`config.mk`:
```
export PLATFORM = sky130hd
export DESIGN_NAME = mcif_wr_cmpl_queue_flat
export DESIGN_NICKNAME = d
export VERILOG_FILES = /design/src/rtl/mcif_wr_cmpl_queue_pkg.sv /design/src/rtl/mcif_wr_cmpl_queue_if.sv /design/src/rtl/mcif_wr_cq_fifo.sv /design/src/rtl/mcif_wr_cmpl_queue.sv /design/src/flat_wrapper.sv
export SDC_FILE = /design/constraint.sdc
export NUM_CORES = 1
export LEC_CHECK = 0
export BUFFER_PORTS_ARGS = -buffer_cell sky130_fd_sc_hd__buf_2
export CAP_MARGIN = 5
export CORE_UTILIZATION = 69
export CTS_BUF_LIST = sky130_fd_sc_hd__clkbuf_8
export DETAILED_ROUTE_END_ITERATION = 16
export GPL_TIMING_DRIVEN = 1
export PLACE_DENSITY = 0.94
export SYNTH_ARGS = -nofsm -noshare
export SYNTH_HDL_FRONTEND = slang
export SYNTH_HIERARCHICAL = 1
export SYNTH_SLANG_ARGS = --single-unit
```
`constraint.sdc`:
```
create_clock -name nvdla_core_clk -period 5.5 [get_ports nvdla_core_clk]
set_input_delay 1.1 -clock nvdla_core_clk [delete_from_list [all_inputs] [get_ports nvdla_core_clk]]
set_output_delay 1.1 -clock nvdla_core_clk [all_outputs]
set_load 0.005 [all_outputs]
```
`src/rtl/mcif_wr_cmpl_queue_pkg.sv`:
```
// Shared definitions for the MCIF write completion queue.
// Holds the thread count, the client thread ids and the descriptor field
// positions. Ingress, egress and the queue itself import this package.
package mcif_wr_cmpl_queue_pkg;

    localparam int MCIF_WR_THREAD_NUM = 5;
    localparam int CQ_TID_W           = 3;
    localparam int CQ_PD_W            = 3;

    // Client thread ids
    localparam logic [CQ_TID_W-1:0] BDMA = 3'd0;
    localparam logic [CQ_TID_W-1:0] SDP  = 3'd1;
    localparam logic [CQ_TID_W-1:0] PDP  = 3'd2;
    localparam logic [CQ_TID_W-1:0] CDP  = 3'd3;
    localparam logic [CQ_TID_W-1:0] RBK  = 3'd4;

    // Descriptor layout: {len[1:0], require_ack}
    localparam int CQ_ACK_BIT = 0;
    localparam int CQ_LEN_LSB = 1;
    localparam int CQ_LEN_MSB = 2;

    function automatic logic cq_tid_valid(input logic [CQ_TID_W-1:0] tid);
        return tid < CQ_TID_W'(MCIF_WR_THREAD_NUM);
    endfunction

endpackage

```
`src/rtl/mcif_wr_cmpl_queue_if.sv`:
```
// Push/pop bundle of the MCIF write completion queue.
// master : write ingress (push side) plus write egress (pop side)
// slave  : the completion queue
// Signals:
//   cq_wr_pvld/prdy/thread_id/pd : push one descriptor into a thread FIFO
//   cq_wr_err                    : sticky flag, push seen with thread_id >= 5
//   cq_rdN_pvld/prdy/pd          : head of thread N FIFO, N = 0..4
interface mcif_wr_cmpl_queue_if;
    import mcif_wr_cmpl_queue_pkg::*;

    logic                cq_wr_pvld;
    logic                cq_wr_prdy;
    logic [CQ_TID_W-1:0] cq_wr_thread_id;
    logic [CQ_PD_W-1:0]  cq_wr_pd;
    logic                cq_wr_err;

    logic                cq_rd0_pvld, cq_rd0_prdy;
    logic [CQ_PD_W-1:0]  cq_rd0_pd;
    logic                cq_rd1_pvld, cq_rd1_prdy;
    logic [CQ_PD_W-1:0]  cq_rd1_pd;
    logic                cq_rd2_pvld, cq_rd2_prdy;
    logic [CQ_PD_W-1:0]  cq_rd2_pd;
    logic                cq_rd3_pvld, cq_rd3_prdy;
    logic [CQ_PD_W-1:0]  cq_rd3_pd;
    logic                cq_rd4_pvld, cq_rd4_prdy;
    logic [CQ_PD_W-1:0]  cq_rd4_pd;

    modport master (
        output cq_wr_pvld, cq_wr_thread_id, cq_wr_pd,
        input  cq_wr_prdy, cq_wr_err,
        output cq_rd0_prdy, cq_rd1_prdy, cq_rd2_prdy, cq_rd3_prdy, cq_rd4_prdy,
        input  cq_rd0_pvld, cq_rd1_pvld, cq_rd2_pvld, cq_rd3_pvld, cq_rd4_pvld,
        input  cq_rd0_pd, cq_rd1_pd, cq_rd2_pd, cq_rd3_pd, cq_rd4_pd
    );

    modport slave (
        input  cq_wr_pvld, cq_wr_thread_id, cq_wr_pd,
        output cq_wr_prdy, cq_wr_err,
        input  cq_rd0_prdy, cq_rd1_prdy, cq_rd2_prdy, cq_rd3_prdy, cq_rd4_prdy,
        output cq_rd0_pvld, cq_rd1_pvld, cq_rd2_pvld, cq_rd3_pvld, cq_rd4_pvld,
        output cq_rd0_pd, cq_rd1_pd, cq_rd2_pd, cq_rd3_pd, cq_rd4_pd
    );

endinterface

```
`src/rtl/mcif_wr_cq_fifo.sv`:
```
// Single-thread synchronous FIFO used for each completion-queue thread.
// DEPTH must be a power of 2 (>= 2) so the pointers wrap naturally.
// Ports:
//   nvdla_core_clk, nvdla_core_rstn : clock, async active-low reset
//   push_vld/push_rdy/push_pd       : write side, push_rdy = not full
//   pop_vld/pop_rdy/pop_pd          : read side, pop_pd is the current head
// The head is read straight out of the flopped array, so a pushed entry
// becomes visible one cycle after the push; a full FIFO refuses a push even
// when a pop happens in the same cycle.
module mcif_wr_cq_fifo #(
    parameter int DEPTH = 8,
    parameter int PD_W  = 3
) (
    input  logic            nvdla_core_clk,
    input  logic            nvdla_core_rstn,
    input  logic            push_vld,
    output logic            push_rdy,
    input  logic [PD_W-1:0] push_pd,
    output logic            pop_vld,
    input  logic            pop_rdy,
    output logic [PD_W-1:0] pop_pd
);

    localparam int AW = $clog2(DEPTH);
    localparam logic [AW:0] FULL_CNT = (AW+1)'(DEPTH);

    logic [PD_W-1:0] mem [DEPTH];
    logic [AW-1:0]   wr_ptr;
    logic [AW-1:0]   rd_ptr;
    logic [AW:0]     count;
    logic            push;
    logic            pop;

    assign push_rdy = (count != FULL_CNT);
    assign pop_vld  = (count != '0);
    assign push     = push_vld & push_rdy;
    assign pop      = pop_vld & pop_rdy;
    assign pop_pd   = mem[rd_ptr];

    // Storage is intentionally not reset; pop_pd is qualified by pop_vld.
    always_ff @(posedge nvdla_core_clk) begin
        if (push) begin
            mem[wr_ptr] <= push_pd;
        end
    end

    always_ff @(posedge nvdla_core_clk or negedge nvdla_core_rstn) begin
        if (!nvdla_core_rstn) begin
            wr_ptr <= '0;
            rd_ptr <= '0;
            count  <= '0;
        end else begin
            if (push) begin
                wr_ptr <= wr_ptr + AW'(1);
            end
            if (pop) begin
                rd_ptr <= rd_ptr + AW'(1);
            end
            case ({push, pop})
                2'b10:   count <= count + (AW+1)'(1);
                2'b01:   count <= count - (AW+1)'(1);
                default: count <= count;
            endcase
        end
    end

endmodule

```
`src/rtl/mcif_wr_cmpl_queue.sv`:
```
// MCIF write completion queue: one in-order FIFO per client thread.
// Ingress pushes a {len, require_ack} descriptor per issued write burst;
// egress pops the FIFO selected by bid on each B response.
// Ports:
//   nvdla_core_clk, nvdla_core_rstn : clock, async active-low reset
//   cq (slave)                      : push port, error flag and five read ports
// Pushes with thread_id >= 5 are accepted and dropped, and set cq_wr_err
// until reset so a mis-routed burst is never silently lost.
module mcif_wr_cmpl_queue
    import mcif_wr_cmpl_queue_pkg::*;
#(
    parameter int DEPTH = 8
) (
    input  logic                  nvdla_core_clk,
    input  logic                  nvdla_core_rstn,
    mcif_wr_cmpl_queue_if.slave   cq
);

    logic [MCIF_WR_THREAD_NUM-1:0] push_vld_v;
    logic [MCIF_WR_THREAD_NUM-1:0] push_rdy_v;
    logic [MCIF_WR_THREAD_NUM-1:0] pop_vld_v;
    logic [MCIF_WR_THREAD_NUM-1:0] pop_rdy_v;
    logic [CQ_PD_W-1:0]            pop_pd_v [MCIF_WR_THREAD_NUM];
    logic                          wr_prdy_mux;
    logic                          wr_err;

    for (genvar i = 0; i < MCIF_WR_THREAD_NUM; i++) begin : g_thread
        assign push_vld_v[i] = cq.cq_wr_pvld && (cq.cq_wr_thread_id == CQ_TID_W'(i));

        mcif_wr_cq_fifo #(
            .DEPTH (DEPTH),
            .PD_W  (CQ_PD_W)
        ) u_fifo (
            .nvdla_core_clk  (nvdla_core_clk),
            .nvdla_core_rstn (nvdla_core_rstn),
            .push_vld        (push_vld_v[i]),
            .push_rdy        (push_rdy_v[i]),
            .push_pd         (cq.cq_wr_pd),
            .pop_vld         (pop_vld_v[i]),
            .pop_rdy         (pop_rdy_v[i]),
            .pop_pd          (pop_pd_v[i])
        );
    end

    // Ready follows thread_id only; an unknown id is always accepted.
    always_comb begin
        wr_prdy_mux = 1'b1;
        for (int i = 0; i < MCIF_WR_THREAD_NUM; i++) begin
            if (cq.cq_wr_thread_id == CQ_TID_W'(i)) begin
                wr_prdy_mux = push_rdy_v[i];
            end
        end
    end

    always_ff @(posedge nvdla_core_clk or negedge nvdla_core_rstn) begin
        if (!nvdla_core_rstn) begin
            wr_err <= 1'b0;
        end else if (cq.cq_wr_pvld && !cq_tid_valid(cq.cq_wr_thread_id)) begin
            wr_err <= 1'b1;
        end
    end

    assign cq.cq_wr_prdy = wr_prdy_mux;
    assign cq.cq_wr_err  = wr_err;

    assign pop_rdy_v = {cq.cq_rd4_prdy, cq.cq_rd3_prdy, cq.cq_rd2_prdy,
                        cq.cq_rd1_prdy, cq.cq_rd0_prdy};

    assign cq.cq_rd0_pvld = pop_vld_v[0];
    assign cq.cq_rd1_pvld = pop_vld_v[1];
    assign cq.cq_rd2_pvld = pop_vld_v[2];
    assign cq.cq_rd3_pvld = pop_vld_v[3];
    assign cq.cq_rd4_pvld = pop_vld_v[4];

    assign cq.cq_rd0_pd = pop_pd_v[0];
    assign cq.cq_rd1_pd = pop_pd_v[1];
    assign cq.cq_rd2_pd = pop_pd_v[2];
    assign cq.cq_rd3_pd = pop_pd_v[3];
    assign cq.cq_rd4_pd = pop_pd_v[4];

endmodule

```
`src/flat_wrapper.sv`:
```
// flat-port wrapper written by rule: the top's interface ports become plain ports
module mcif_wr_cmpl_queue_flat import mcif_wr_cmpl_queue_pkg::*;
#(
    parameter int DEPTH = 8
)
  (nvdla_core_clk, nvdla_core_rstn, cq_cq_wr_pvld, cq_cq_wr_thread_id, cq_cq_wr_pd, cq_cq_wr_prdy, cq_cq_wr_err, cq_cq_rd0_prdy, cq_cq_rd1_prdy, cq_cq_rd2_prdy, cq_cq_rd3_prdy, cq_cq_rd4_prdy, cq_cq_rd0_pvld, cq_cq_rd1_pvld, cq_cq_rd2_pvld, cq_cq_rd3_pvld, cq_cq_rd4_pvld, cq_cq_rd0_pd, cq_cq_rd1_pd, cq_cq_rd2_pd, cq_cq_rd3_pd, cq_cq_rd4_pd);
  mcif_wr_cmpl_queue_if cq_i ();
  input  logic nvdla_core_clk;
  input  logic nvdla_core_rstn;
  input wire logic [$bits(cq_i.cq_wr_pvld)-1:0] cq_cq_wr_pvld;
  input wire logic [$bits(cq_i.cq_wr_thread_id)-1:0] cq_cq_wr_thread_id;
  input wire logic [$bits(cq_i.cq_wr_pd)-1:0] cq_cq_wr_pd;
  output wire logic [$bits(cq_i.cq_wr_prdy)-1:0] cq_cq_wr_prdy;
  output wire logic [$bits(cq_i.cq_wr_err)-1:0] cq_cq_wr_err;
  input wire logic [$bits(cq_i.cq_rd0_prdy)-1:0] cq_cq_rd0_prdy;
  input wire logic [$bits(cq_i.cq_rd1_prdy)-1:0] cq_cq_rd1_prdy;
  input wire logic [$bits(cq_i.cq_rd2_prdy)-1:0] cq_cq_rd2_prdy;
  input wire logic [$bits(cq_i.cq_rd3_prdy)-1:0] cq_cq_rd3_prdy;
  input wire logic [$bits(cq_i.cq_rd4_prdy)-1:0] cq_cq_rd4_prdy;
  output wire logic [$bits(cq_i.cq_rd0_pvld)-1:0] cq_cq_rd0_pvld;
  output wire logic [$bits(cq_i.cq_rd1_pvld)-1:0] cq_cq_rd1_pvld;
  output wire logic [$bits(cq_i.cq_rd2_pvld)-1:0] cq_cq_rd2_pvld;
  output wire logic [$bits(cq_i.cq_rd3_pvld)-1:0] cq_cq_rd3_pvld;
  output wire logic [$bits(cq_i.cq_rd4_pvld)-1:0] cq_cq_rd4_pvld;
  output wire logic [$bits(cq_i.cq_rd0_pd)-1:0] cq_cq_rd0_pd;
  output wire logic [$bits(cq_i.cq_rd1_pd)-1:0] cq_cq_rd1_pd;
  output wire logic [$bits(cq_i.cq_rd2_pd)-1:0] cq_cq_rd2_pd;
  output wire logic [$bits(cq_i.cq_rd3_pd)-1:0] cq_cq_rd3_pd;
  output wire logic [$bits(cq_i.cq_rd4_pd)-1:0] cq_cq_rd4_pd;
  assign cq_i.cq_wr_pvld = cq_cq_wr_pvld;
  assign cq_i.cq_wr_thread_id = cq_cq_wr_thread_id;
  assign cq_i.cq_wr_pd = cq_cq_wr_pd;
  assign cq_cq_wr_prdy = cq_i.cq_wr_prdy;
  assign cq_cq_wr_err = cq_i.cq_wr_err;
  assign cq_i.cq_rd0_prdy = cq_cq_rd0_prdy;
  assign cq_i.cq_rd1_prdy = cq_cq_rd1_prdy;
  assign cq_i.cq_rd2_prdy = cq_cq_rd2_prdy;
  assign cq_i.cq_rd3_prdy = cq_cq_rd3_prdy;
  assign cq_i.cq_rd4_prdy = cq_cq_rd4_prdy;
  assign cq_cq_rd0_pvld = cq_i.cq_rd0_pvld;
  assign cq_cq_rd1_pvld = cq_i.cq_rd1_pvld;
  assign cq_cq_rd2_pvld = cq_i.cq_rd2_pvld;
  assign cq_cq_rd3_pvld = cq_i.cq_rd3_pvld;
  assign cq_cq_rd4_pvld = cq_i.cq_rd4_pvld;
  assign cq_cq_rd0_pd = cq_i.cq_rd0_pd;
  assign cq_cq_rd1_pd = cq_i.cq_rd1_pd;
  assign cq_cq_rd2_pd = cq_i.cq_rd2_pd;
  assign cq_cq_rd3_pd = cq_i.cq_rd3_pd;
  assign cq_cq_rd4_pd = cq_i.cq_rd4_pd;
  mcif_wr_cmpl_queue #(.DEPTH(DEPTH)) u_core (.nvdla_core_clk(nvdla_core_clk), .nvdla_core_rstn(nvdla_core_rstn), .cq(cq_i));
endmodule
```
# Word-level counts from Yosys, hierarchy flattened
# Memory sizes are Yosys's and may differ from the RTL's.
# Cells that the tools add are included.
# totals
mem_count	5
in_bits	14
elab_cells	109
mem_bits_rw	120
ff_bits	51
out_inout_bits	22
# op_classes
addsub	20
n_lt_le_gt_ge	1
mux	20
eq_ne	19
n_bitwise	10
n_reduce_logical	18
# mem_list
name	words	word_bits	read_ports	rd_clocked_by_memory_dff	wr	line	source
u_core.g_thread[0].u_fifo.mem	8	3	1	0	1	mcif_wr_cq_fifo.sv:27	logic [PD_W-1:0] mem [DEPTH];
u_core.g_thread[1].u_fifo.mem	8	3	1	0	1	mcif_wr_cq_fifo.sv:27	
u_core.g_thread[2].u_fifo.mem	8	3	1	0	1	mcif_wr_cq_fifo.sv:27	
u_core.g_thread[3].u_fifo.mem	8	3	1	0	1	mcif_wr_cq_fifo.sv:27	
u_core.g_thread[4].u_fifo.mem	8	3	1	0	1	mcif_wr_cq_fifo.sv:27	
# op_table
operator	count
4-bit case mux with 2 select lines	5
3-bit by 1-bit adder with 3-bit output (second input constant)	10
4-bit by 1-bit adder with 4-bit output (second input constant)	5
4-bit != test (second input constant)	5
4-bit nonzero test	5
4-bit by 1-bit subtractor with 4-bit output (second input constant)	5
1-bit 2-to-1 mux	15
1-bit bitwise AND	10
2-bit by 1-bit == test with 1-bit output (second input constant)	5
2-bit == test (second input constant)	5
2-bit nonzero test	5
3-bit by 2-bit == test with 1-bit output (second input constant)	2
1-bit logical AND	6
3-bit by 1-bit == test with 1-bit output (second input constant)	1
3-bit == test (second input constant)	1
3-bit logical NOT	1
3-bit less-than comparator (second input constant)	1
1-bit logical NOT	1

# Logic depth before layout (Yosys ltp)
# Gate-level depths: netlist of the first run.
# logic_depth
word_depth	6
mapped_depth	10
mapped_depth_nobuf	9

# Cells and area by module
# Netlist of the first run, hierarchy kept.
# modules_own_cells
module	seq_area_each_um2	instances	cells_per_inst	area_each_um2
mcif_wr_cq_fifo at u_core.g_thread[1].u_fifo ...	970.9	4	100	1562.7
mcif_wr_cq_fifo at u_core.g_thread[0].u_fifo	970.9	1	98	1565.3
mcif_wr_cmpl_queue	25.0	1	15	152.6

# Worst setup path before layout of the first run
# No wires, ideal clock.
# synth_path
kind	input-to-reg
startpoint	in cq_cq_wr_thread_id[2]
endpoint	reg u_core.g_thread[1].u_fifo.count[3]
cell_stages	8
t_arrival_ns	3.448
t_required_ns	5.366
path_buffers	1
setup_ns	0.134
slack_ns	1.919
path_cell_list	buf_4 -> nor4bb_1 -> nand2_4 -> ha_1 -> ha_1 -> or4b_2 -> o311ai_0 -> o211ai_1
# synth_between
elab_chain_cells	5
word_cells_on_any_way	7
classes_between	3 x eq/ne; 1 x mux; 1 x bitwise; 2 x reduce/logical
# synth_rtl
item	line	source
from (decl)	flat_wrapper.sv:11	input wire logic [$bits(cq_i.cq_wr_thread_id)-1:0] cq_cq_wr_thread_id;
3-bit by 1-bit == test with 1-bit output *	mcif_wr_cmpl_queue.sv:28	assign push_vld_v[i] = cq.cq_wr_pvld && (cq.cq_wr_thread_id == CQ_TID_W'(i));
1-bit logical AND *	mcif_wr_cmpl_queue.sv:28	
named net u_core.push_vld_v[1]	mcif_wr_cmpl_queue.sv:19	logic [MCIF_WR_THREAD_NUM-1:0] push_vld_v;
1-bit bitwise AND *	mcif_wr_cq_fifo.sv:36	assign push = push_vld & push_rdy;
2-bit by 1-bit == test with 1-bit output or 2-bit == test (tied branches)	mcif_wr_cq_fifo.sv:59	case ({push, pop})
4-bit case mux with 2 select lines or 2-bit nonzero test (tied branches)	-	
to (signal assigned)	mcif_wr_cq_fifo.sv:60	2'b10: count <= count + (AW+1)'(1);
to (signal assigned)	mcif_wr_cq_fifo.sv:61	2'b01: count <= count - (AW+1)'(1);
to (signal assigned)	mcif_wr_cq_fifo.sv:62	default: count <= count;
to (decl)	mcif_wr_cq_fifo.sv:30	logic [AW:0] count;
# The timed path passes the listed nets; every way through them passes the cells marked *.
# A chain may end at the register's enable or synchronous reset.

# Worst setup path in the final report of the first run
# layout_path
startpoint	reg u_core.g_thread[3].u_fifo.count[0]
endpoint	out cq_cq_wr_prdy
# layout_between
elab_chain_cells	3
# layout_rtl
item	line	source
from (decl)	mcif_wr_cq_fifo.sv:30	
from (signal assigned)	mcif_wr_cq_fifo.sv:60	
from (signal assigned)	mcif_wr_cq_fifo.sv:61	
from (signal assigned)	mcif_wr_cq_fifo.sv:62	
4-bit != test	mcif_wr_cq_fifo.sv:34	assign push_rdy = (count != FULL_CNT);
named net u_core.push_rdy_v[3]	mcif_wr_cmpl_queue.sv:20	logic [MCIF_WR_THREAD_NUM-1:0] push_rdy_v;
1-bit 2-to-1 mux (2 in series)	mcif_wr_cmpl_queue.sv:49	if (cq.cq_wr_thread_id == CQ_TID_W'(i)) begin
to (decl)	flat_wrapper.sv:13	output wire logic [$bits(cq_i.cq_wr_prdy)-1:0] cq_cq_wr_prdy;
# The timed path passes the listed nets, and every way through them passes these cells.

==> results.yml, run 1 <==
outcome:
  status: "complete, no violations"
placement:
  portBuffers: 35
  dp.final_hpwl_um: 9920
  gp_routability_congestion: 0.801
global_routing:
  grt_pass1_vias: 4667
  grt_usage_pct: 27.5
  grt_overflow: 0
  grt_pass1_wl_um: 23500
  antenna_found_initial: 0
  grt_max_degree: 52
cts:
  cts-root-buf: "clkbuf_8"
  insertion_delay_ns: 0.46
  tritoncts: "built"
  cts-hold-fix-buffers: 0
  cts-buffers-inserted: 17
  ctsResizeCount: 0
  cts_setup_buffers: 0
  cts.sinks: 171
  clockBufferDepth: 2
  cts.clk_slew.worst_paths_ns: 0.09
  h-tree-depth: 4
floorplan:
  rows: 38
  core_area_um2: 11000
  dieArea_um2: 12000
  floorplan.die.width_um: 109
  initial_utilization_pct: 72.2
  die_h_um: 109
  io_pins: 36
power:
  p_switching_w: 0.00138
  pwr_density_cell_nw_per_um2: 488
  clockPowerShare_pct: 21.4
  pwr-share-seq_pct: 46.7
  combPwrFrac_pct: 31.9
  power.static_leakage_nw: 3.09
  swShare_pct: 33.0
  vdd_ir_drop_max_uv: 305
  total_power_w: 0.00419
  internal-power_w: 0.00281
worst_setup_path:
  cp-start-kind: "flip-flop"
  critPathTopFamily: "simple AND/OR/NAND/NOR gates"
  reg2reg_to: "u_core/g_thread[3].u_fifo/count[3]"
  slowest_delay_ns: 0.74
  path_cells: "or4b_1 -> mux2_4 -> nor3b_2 -> a211oi_2 -> buf_2"
  required_ns: 4.40
  cp_max_fo: 6
  slowest_stage: "or4b_1"
  regToRegSetupSlack_ns: 2.43
  worstPathArrival_ns: 2.42
  cp-endpoint: "cq_cq_wr_prdy"
  timing_worst_setup_path_type: "flip-flop to output port"
  path_depth: 5
  cp.buffers_inverters: 1
  timing.rr.start: "u_core/g_thread[3].u_fifo/count[0]"
  reg2reg_depth: 7
  cp-startpoint: "u_core/g_thread[3].u_fifo/count[0]"
  crit_path_end_kind: "output port"
yosys:
  ys_seq_elements: 171
  synth_cell_type_count: 47
  syn-instance-count: 513
  synth_ff_type: "edfxtp_1"
  synth_nets: 556
  yosys_warnings: 6
  yosysSeqAreaShare_pct: 61.2
  synth_edf_count: 120
  async_reset_ff_share_pct: 29.8
  avgSynthCellArea_um2: 15.5
  syn_area_um2: 7970
detailed_routing:
  vias_per_cell: 6.43
  first_iter_violations: 375
  vias: 4493
  wl_per_cell_um: 20.7
  ant_nets: 0
  first_pass_iters: 5
  drc_errors: 0
  routed_wirelength_um: 14400
layout:
  insertedDiodeCount: 0
  layout-drive-gt1-share_pct: 26.3
  final_common_cell: "edfxtp_1"
  num-fill-cells: 606
  final_cell_mix: "120 x edfxtp_1, 51 x dfrtp_1, 35 x buf_2, 32 x nor2_1, 30 x mux4_2"
  syn_to_final_growth_pct: 7.83
  final_nets: 589
sta:
  holdWs_ns: 0.480
  clock_skew_ns: 0.0111
  setup_viol: 0
  timing.final.crit_share_pct: 63.9
  rsz0062_at_grt: "no"
  slew_headroom_pct: 13.9
  tns_ns: 0
  max_freq_ghz: 0.284
  worst_slew_pin_slew_ns: 1.27
  period_needed_ns: 3.52
  hold_viol: 0
  slew_violations: 0
hold_path:
  min_path_type: "flip-flop to flip-flop"
job:
  max_cap_viol_count: 0
-- stage by stage --
step                setup WS, ns  std cells  util (%)  instance area, um^2
detailed placement          1.63        667      74.2                 8180
CTS                         1.96        699      77.9                 8590
floorplan                   1.92        513         -                 7970
global placement            1.78        667      74.2                 8180
finish                      1.98        699      77.9                 8590
global route                1.91        699      77.9                 8590
-- metal layers --
layer / global-route usage, % / up-vias / part of all wire (%)
met5: 0 / - / 0
li1: - / 2017 / -
met2: 47.8 / 161 / 54
met4: 10.9 / 0 / 1.4
met1: 33.0 / 2294 / 39
met3: 6.94 / 21 / 5.2
-- worst min-delay path by stage --
stage	slack, ns	cells after the start	to	from
final	0.48	1	u_core/cq.cq_wr_err	u_core/cq.cq_wr_err
after global routing	0.53	1	u_core/cq.cq_wr_err	u_core/cq.cq_wr_err
after CTS	0.49	1	u_core/cq.cq_wr_err	u_core/cq.cq_wr_err
after detailed placement	0.46	1	u_core/cq.cq_wr_err	u_core/cq.cq_wr_err
after global placement	0.46	1	u_core/cq.cq_wr_err	u_core/cq.cq_wr_err
after floorplan	0.47	1	u_core/cq.cq_wr_err	u_core/cq.cq_wr_err
-- flip-flops by register name, summed over array words and instances, names as in the netlist --
name	cells
u_core/cq.cq_wr_err	1
u_core/g_thread.u_fifo/wr_ptr	15
u_core/g_thread.u_fifo/count	20
u_core/g_thread.u_fifo/mem	120
u_core/g_thread.u_fifo/rd_ptr	15
-- power by group through the flow --
stage / registers (W) / clock network [W] / logic [W]
6_report: 0.00196 / 0.000899 / 0.00134
5_1_grt: 0.00201 / 0.000964 / 0.00148
4_1_cts: 0.00196 / 0.000918 / 0.00135
3_5_place_dp: 0.00198 / 0 / 0.00133
3_3_place_gp: 0.00195 / 0 / 0.00124
2_1_floorplan: 0.00179 / 0 / 0.00116
-- cells by family after synthesis --
| group | count (synthesis) | share of synthesized area [%] |
|---|---|---|
| AO/OA/AOI/OAI | 32 | 3.05 |
| XOR/XNOR | 31 | 3.41 |
| adder cells (fa/ha/maj) | 29 | 4.93 |
| buffers and inverters | 45 | 2.87 |
| flip-flops | 171 | 61.2 |
| multiplexers | 67 | 13.9 |
| AND/OR/NAND/NOR | 138 | 10.6 |
-- Yosys cell counts (all sizes together) (5+ instances only) --
master	count	area [um^2]
nand2b	10	62.6
xor2	5	43.8
or4	6	63.8
mux2	31	372
nor2	32	120
or4b	10	104
nand2	20	113
a21oi	9	45.0
nand3b	6	45.0
mux2i	6	60.1
buf	16	120
nor3b	13	103
mux4	30	676
xnor2	26	228
dfrtp	51	1280
clkbuf	6	22.5
inv	23	86.3
ha	25	313
nand3	23	115
edfxtp	120	3600
nor3	11	55.1
-- final cells by class --
type / instances / area [um^2] / share of cell area [%]
Clock inverter: 15 / 175 / 2.04
Multi-Input combinational cell: 297 / 2860 / 33.3
Timing Repair Buffer: 36 / 183 / 2.13
Inverter: 23 / 86.3 / 1.00
Sequential cell: 171 / 4880 / 56.8
Tap cell: 140 / 175 / 2.04
Clock buffer: 17 / 234 / 2.72
-- worst reg2reg max path: cells and delay by family (launching register included) --
kind            cells  cell delay (ns)
compound gates      2             0.25
simple gates        3             1.58
flops               1             0.46
fa+ha+maj           2             0.66
Power figures use the tool's default switching activity.
==> run 2, diff against run 1 <==
- CORE_UTILIZATION: 69 -> 64
- PLACE_DENSITY: 0.94 -> 0.88
- clock period: 5.5 -> 3.5 ns (I/O delays scaled with it)
==> results.yml, run 2 (synthesis results as in run 1) <==
floorplan:
  dieArea_um2: 12900
  core_area_um2: 12100
  initial_utilization_pct: 66.1
  rows: 40
  floorplan.die.width_um: 114
  die_h_um: 114
  io_pins: 36
layout:
  final_common_cell: "edfxtp_1"
  final_nets: 592
  multiInputGateArea_um2: 2860
  largest_reg_flops: 120
  top_register: "u_core/g_thread.u_fifo/mem"
  syn_to_final_growth_pct: 7.91
  layout-drive-gt1-share_pct: 25.6
  final_core_util_pct: 71.3
  final_cells: 730
  num-fill-cells: 754
  reg.largest.list: "u_core/g_thread.u_fifo/mem: 120 flops, u_core/g_thread.u_fifo/count: 20 flops"
  seq_area_um2: 4880
  insertedDiodeCount: 0
  final_cell_mix: "120 x edfxtp_1, 51 x dfrtp_1, 35 x buf_2, 32 x nor2_1, 30 x mux4_2"
cts:
  cts.sinks: 171
  clockBufferDepth: 2
  tritoncts: "built"
  cts_setup_buffers: 0
  h-tree-depth: 4
  cts-root-buf: "clkbuf_8"
  cts.clk_slew.worst_paths_ns: 0.08
  cts-hold-fix-buffers: 0
  cts-buffers-inserted: 17
  insertion_delay_ns: 0.45
  ctsResizeCount: 0
placement:
  portBuffers: 35
  placedCellCount: 698
  dp.final_hpwl_um: 9620
  gp_routability_congestion: 0.794
outcome:
  status: "complete, no violations"
detailed_routing:
  routed_wirelength_um: 13800
  first_pass_iters: 4
  wl_per_cell_um: 18.9
  vias_per_cell: 6.01
  ant_nets: 0
  vias: 4384
  first_iter_violations: 248
  drc_errors: 0
global_routing:
  grt_overflow: 0
  grt_usage_pct: 23.2
  grt_pass1_vias: 4458
  grt_pass1_wl_um: 22100
  antenna_found_initial: 0
  grt_max_degree: 46
power:
  power.static_leakage_nw: 3.09
  vdd_ir_drop_max_uv: 414
  pwr_density_cell_nw_per_um2: 745
  total_power_w: 0.00641
worst_setup_path:
  required_ns: 3.82
  cp-start-kind: "flip-flop"
  timing_worst_setup_path_type: "flip-flop to flip-flop"
  cp_max_fo: 9
  worstPathArrival_ns: 3.37
  crit_path_end_kind: "flip-flop"
sta:
  holdWs_ns: 0.435
  slew_headroom_pct: 28.1
  clock_skew_ns: 0.00715
  max_freq_ghz: 0.328
  tns_ns: 0
  timing.final.crit_share_pct: 87.1
  period_needed_ns: 3.05
  setup_viol: 0
  slew_violations: 0
  worst_slew_pin_slew_ns: 1.08
  rsz0062_at_grt: "no"
  hold_viol: 0
hold_path:
  min_path_type: "input port to async pin"
job:
  max_cap_viol_count: 0
run 2: cell count changes in the layout (fill, tap and decap cells not counted), sizes merged:
cell	delta
clkinv	-2
inv	+2
bufinv	-1
buf	+3
clkinvlp	+1
run 2: stage by stage:
step                      instance area [um^2]  setup slack, ns
after detailed placement                  8240            0.350
after global routing                      8600            0.318
after floorplan                           7970            0.319
final                                     8600            0.451
after global placement                    8240            0.365
after CTS                                 8600            0.463
run 2: critical path, cell delays in order (launching register included):
cell and delay [ns]:
dfrtp_1 0.45, or4b_1 0.68, nand2_4 0.15, ha_1 0.34
ha_1 0.35, or4b_2 0.67, o311ai_0 0.13, o211ai_1 0.14
run 2: metal layers:
| metal | global-route usage, % | vias to the layer above | share of wire [%] |
|---|---|---|---|
| met3 | 4.94 | 28 | 3.1 |
| met2 | 41.2 | 89 | 53 |
| met4 | 11.1 | 0 | 2.4 |
| li1 | - | 2023 | - |
| met1 | 26.9 | 2244 | 41 |
| met5 | 0 | - | 0 |
run 2: path summary, 6_finish.rpt:
path                         slack [ns]  cells after the start                                  end                                from
hold / removal                     0.44                      1  u_core/g_thread[3].u_fifo/rd_ptr[1]                     nvdla_core_rstn
setup reg to reg                   0.45                      7   u_core/g_thread[2].u_fifo/count[3]  u_core/g_thread[2].u_fifo/count[0]
max in group asynchronous          2.33                      2   u_core/g_thread[4].u_fifo/count[3]                     nvdla_core_rstn
setup / recovery                   0.45                      7   u_core/g_thread[2].u_fifo/count[3]  u_core/g_thread[2].u_fifo/count[0]
hold reg to reg                    0.50                      1                  u_core/cq.cq_wr_err                 u_core/cq.cq_wr_err
min in group nvdla_core_clk        0.50                      1                  u_core/cq.cq_wr_err                 u_core/cq.cq_wr_err
run 2: layout make-up:
| type | count | share of cell area (%) |
|---|---|---|
| Sequential cell | 171 | 56.7 |
| Multi-Input combinational cell | 297 | 33.3 |
| Clock buffer | 17 | 2.72 |
| Tap cell | 168 | 2.44 |
| Timing Repair Buffer | 39 | 2.39 |
| Clock inverter | 15 | 1.44 |
| Inverter | 23 | 1.00 |
run 2: report_power, final:
group          switching (W)  total, W  internal (W)
combinational       0.000866   0.00208       0.00121
clock               0.000644   0.00125      0.000610
sequential          0.000578   0.00307       0.00250
==> run 3, diff against run 2 <==
- PLACE_DENSITY: 0.88 -> 0.85
==> results.yml, run 3 (synthesis results as in run 1) <==
outcome:
  status: "complete, no violations"
floorplan:
  core_area_um2: 12100
  dieArea_um2: 12900
  floorplan.die.width_um: 114
  io_pins: 36
  initial_utilization_pct: 66.1
  die_h_um: 114
  rows: 40
worst_setup_path:
  timing_worst_setup_path_type: "flip-flop to output port"
  regToRegSetupSlack_ns: 0.53
  cp_max_fo: 6
  reg2reg_depth: 7
  reg2reg_to: "u_core/g_thread[1].u_fifo/count[3]"
  timing.rr.start: "u_core/g_thread[1].u_fifo/count[0]"
  cp-start-kind: "flip-flop"
  worstPathArrival_ns: 2.29
  crit_path_end_kind: "output port"
  required_ns: 2.80
cts:
  cts-buffers-inserted: 17
  insertion_delay_ns: 0.46
  clockBufferDepth: 2
  cts.sinks: 171
  cts-hold-fix-buffers: 0
  ctsResizeCount: 0
  cts_setup_buffers: 0
  tritoncts: "built"
  h-tree-depth: 4
  cts.clk_slew.worst_paths_ns: 0.08
  cts-root-buf: "clkbuf_8"
sta:
  rsz0062_at_grt: "no"
  setup_viol: 0
  hold_viol: 0
  worst_slew_pin_slew_ns: 0.748
  slew_headroom_pct: 50.1
  clock_skew_ns: 0.0107
  period_needed_ns: 2.99
  timing.final.crit_share_pct: 85.5
  timing.final.ws_setup_ns: 0.506
  tns_ns: 0
  max_freq_ghz: 0.334
  slew_violations: 0
placement:
  gp_routability_congestion: 0.740
  dp.final_hpwl_um: 9340
  placedCellCount: 698
  portBuffers: 35
  dpl_worst_slack_ns: 0.286
detailed_routing:
  ant_nets: 0
  drc_errors: 0
  vias_per_cell: 5.89
  wl_per_cell_um: 18.0
  first_iter_violations: 180
  routed_wirelength_um: 13100
  first_pass_iters: 4
  vias: 4303
layout:
  final_cells: 730
  final_common_cell: "edfxtp_1"
  top_register: "u_core/g_thread.u_fifo/mem"
  reg.largest.list: "u_core/g_thread.u_fifo/mem: 120 flops, u_core/g_thread.u_fifo/count: 20 flops"
  final_cell_mix: "120 x edfxtp_1, 51 x dfrtp_1, 35 x buf_2, 32 x nor2_1, 30 x mux4_2"
  multiInputGateArea_um2: 2860
  layout-drive-gt1-share_pct: 26.3
  largest_reg_flops: 120
  seq_area_um2: 4880
  num-fill-cells: 770
  insertedDiodeCount: 0
  final_nets: 592
  syn_to_final_growth_pct: 8.07
global_routing:
  use_met3_pct: 4.94
  grt_max_degree: 41
  grt_pass1_vias: 4355
  globalRoute.busiestLayer: "met2"
  met2_usage_pct: 39.2
  grt_pass1_wl_um: 21100
  grt_overflow: 0
  grt_usage_pct: 22.3
  antenna_found_initial: 0
  met1_usage_pct: 26.2
power:
  internal-power_w: 0.00432
  clockPowerShare_pct: 20.0
  pwr-share-seq_pct: 48.0
  swShare_pct: 32.3
  pwr_density_cell_nw_per_um2: 741
  vdd_ir_drop_max_uv: 425
  power.static_leakage_nw: 3.07
  p_switching_w: 0.00206
  combPwrFrac_pct: 32.0
hold_path:
  min_path_type: "input port to async pin"
job:
  max_cap_viol_count: 0
run 3: power groups by stage:
| stage | clock [W] | sequential (W) | combinational, W |
|---|---|---|---|
| after CTS | 0.00130 | 0.00307 | 0.00207 |
| after floorplan | 0 | 0.00281 | 0.00183 |
| after detailed placement | 0 | 0.00311 | 0.00206 |
| final | 0.00128 | 0.00307 | 0.00204 |
| after global placement | 0 | 0.00307 | 0.00194 |
| after global routing | 0.00138 | 0.00314 | 0.00225 |
run 3: layout make-up:
class,instances,share of cell area (%)
well taps,168,2.44
multi-input cells,297,33.2
flip-flops and latches,171,56.7
repair buffers,39,2.38
clock inverters,15,1.58
inverters,23,1.00
clock buffers,17,2.72
run 3: worst max path at each step:
stage                                        from  slack [ns]                            endpoint
4_1_cts        u_core/g_thread[2].u_fifo/count[0]        0.47                       cq_cq_wr_prdy
6_report       u_core/g_thread[2].u_fifo/count[0]        0.51                       cq_cq_wr_prdy
3_5_place_dp                cq_cq_wr_thread_id[2]        0.29  u_core/g_thread[4].u_fifo/count[3]
3_3_place_gp                cq_cq_wr_thread_id[1]        0.38  u_core/g_thread[1].u_fifo/count[3]
2_1_floorplan               cq_cq_wr_thread_id[2]        0.32  u_core/g_thread[1].u_fifo/count[3]
5_1_grt        u_core/g_thread[3].u_fifo/count[0]        0.36  u_core/g_thread[3].u_fifo/count[3]
run 3: metrics by stage:
stage          power [W]  area [um^2]  utilization [%]  hold slack [ns]
6_report         0.00638         8610             71.4            0.251
4_1_cts          0.00644         8610             71.4            0.256
2_1_floorplan    0.00464         7970                -            0.404
5_1_grt          0.00678         8610             71.4            0.277
3_5_place_dp     0.00517         8240             68.3            0.486
3_3_place_gp     0.00501         8240             68.3            0.469
run 3: metal layers:
| layer | vias up | routed length (um) |
|---|---|---|
| met2 | 77 | 7000 |
| met5 | - | 0 |
| met4 | 0 | 278 |
| met3 | 20 | 464 |
| met1 | 2180 | 5400 |
| li1 | 2026 | - |
run 3: critical path, stage by stage, from the launching register on:
cell	delay (ns)
dfrtp_1	0.45
or4b_1	0.67
mux2_4	0.33
nor3b_2	0.17
a211oi_2	0.07
buf_2	0.14
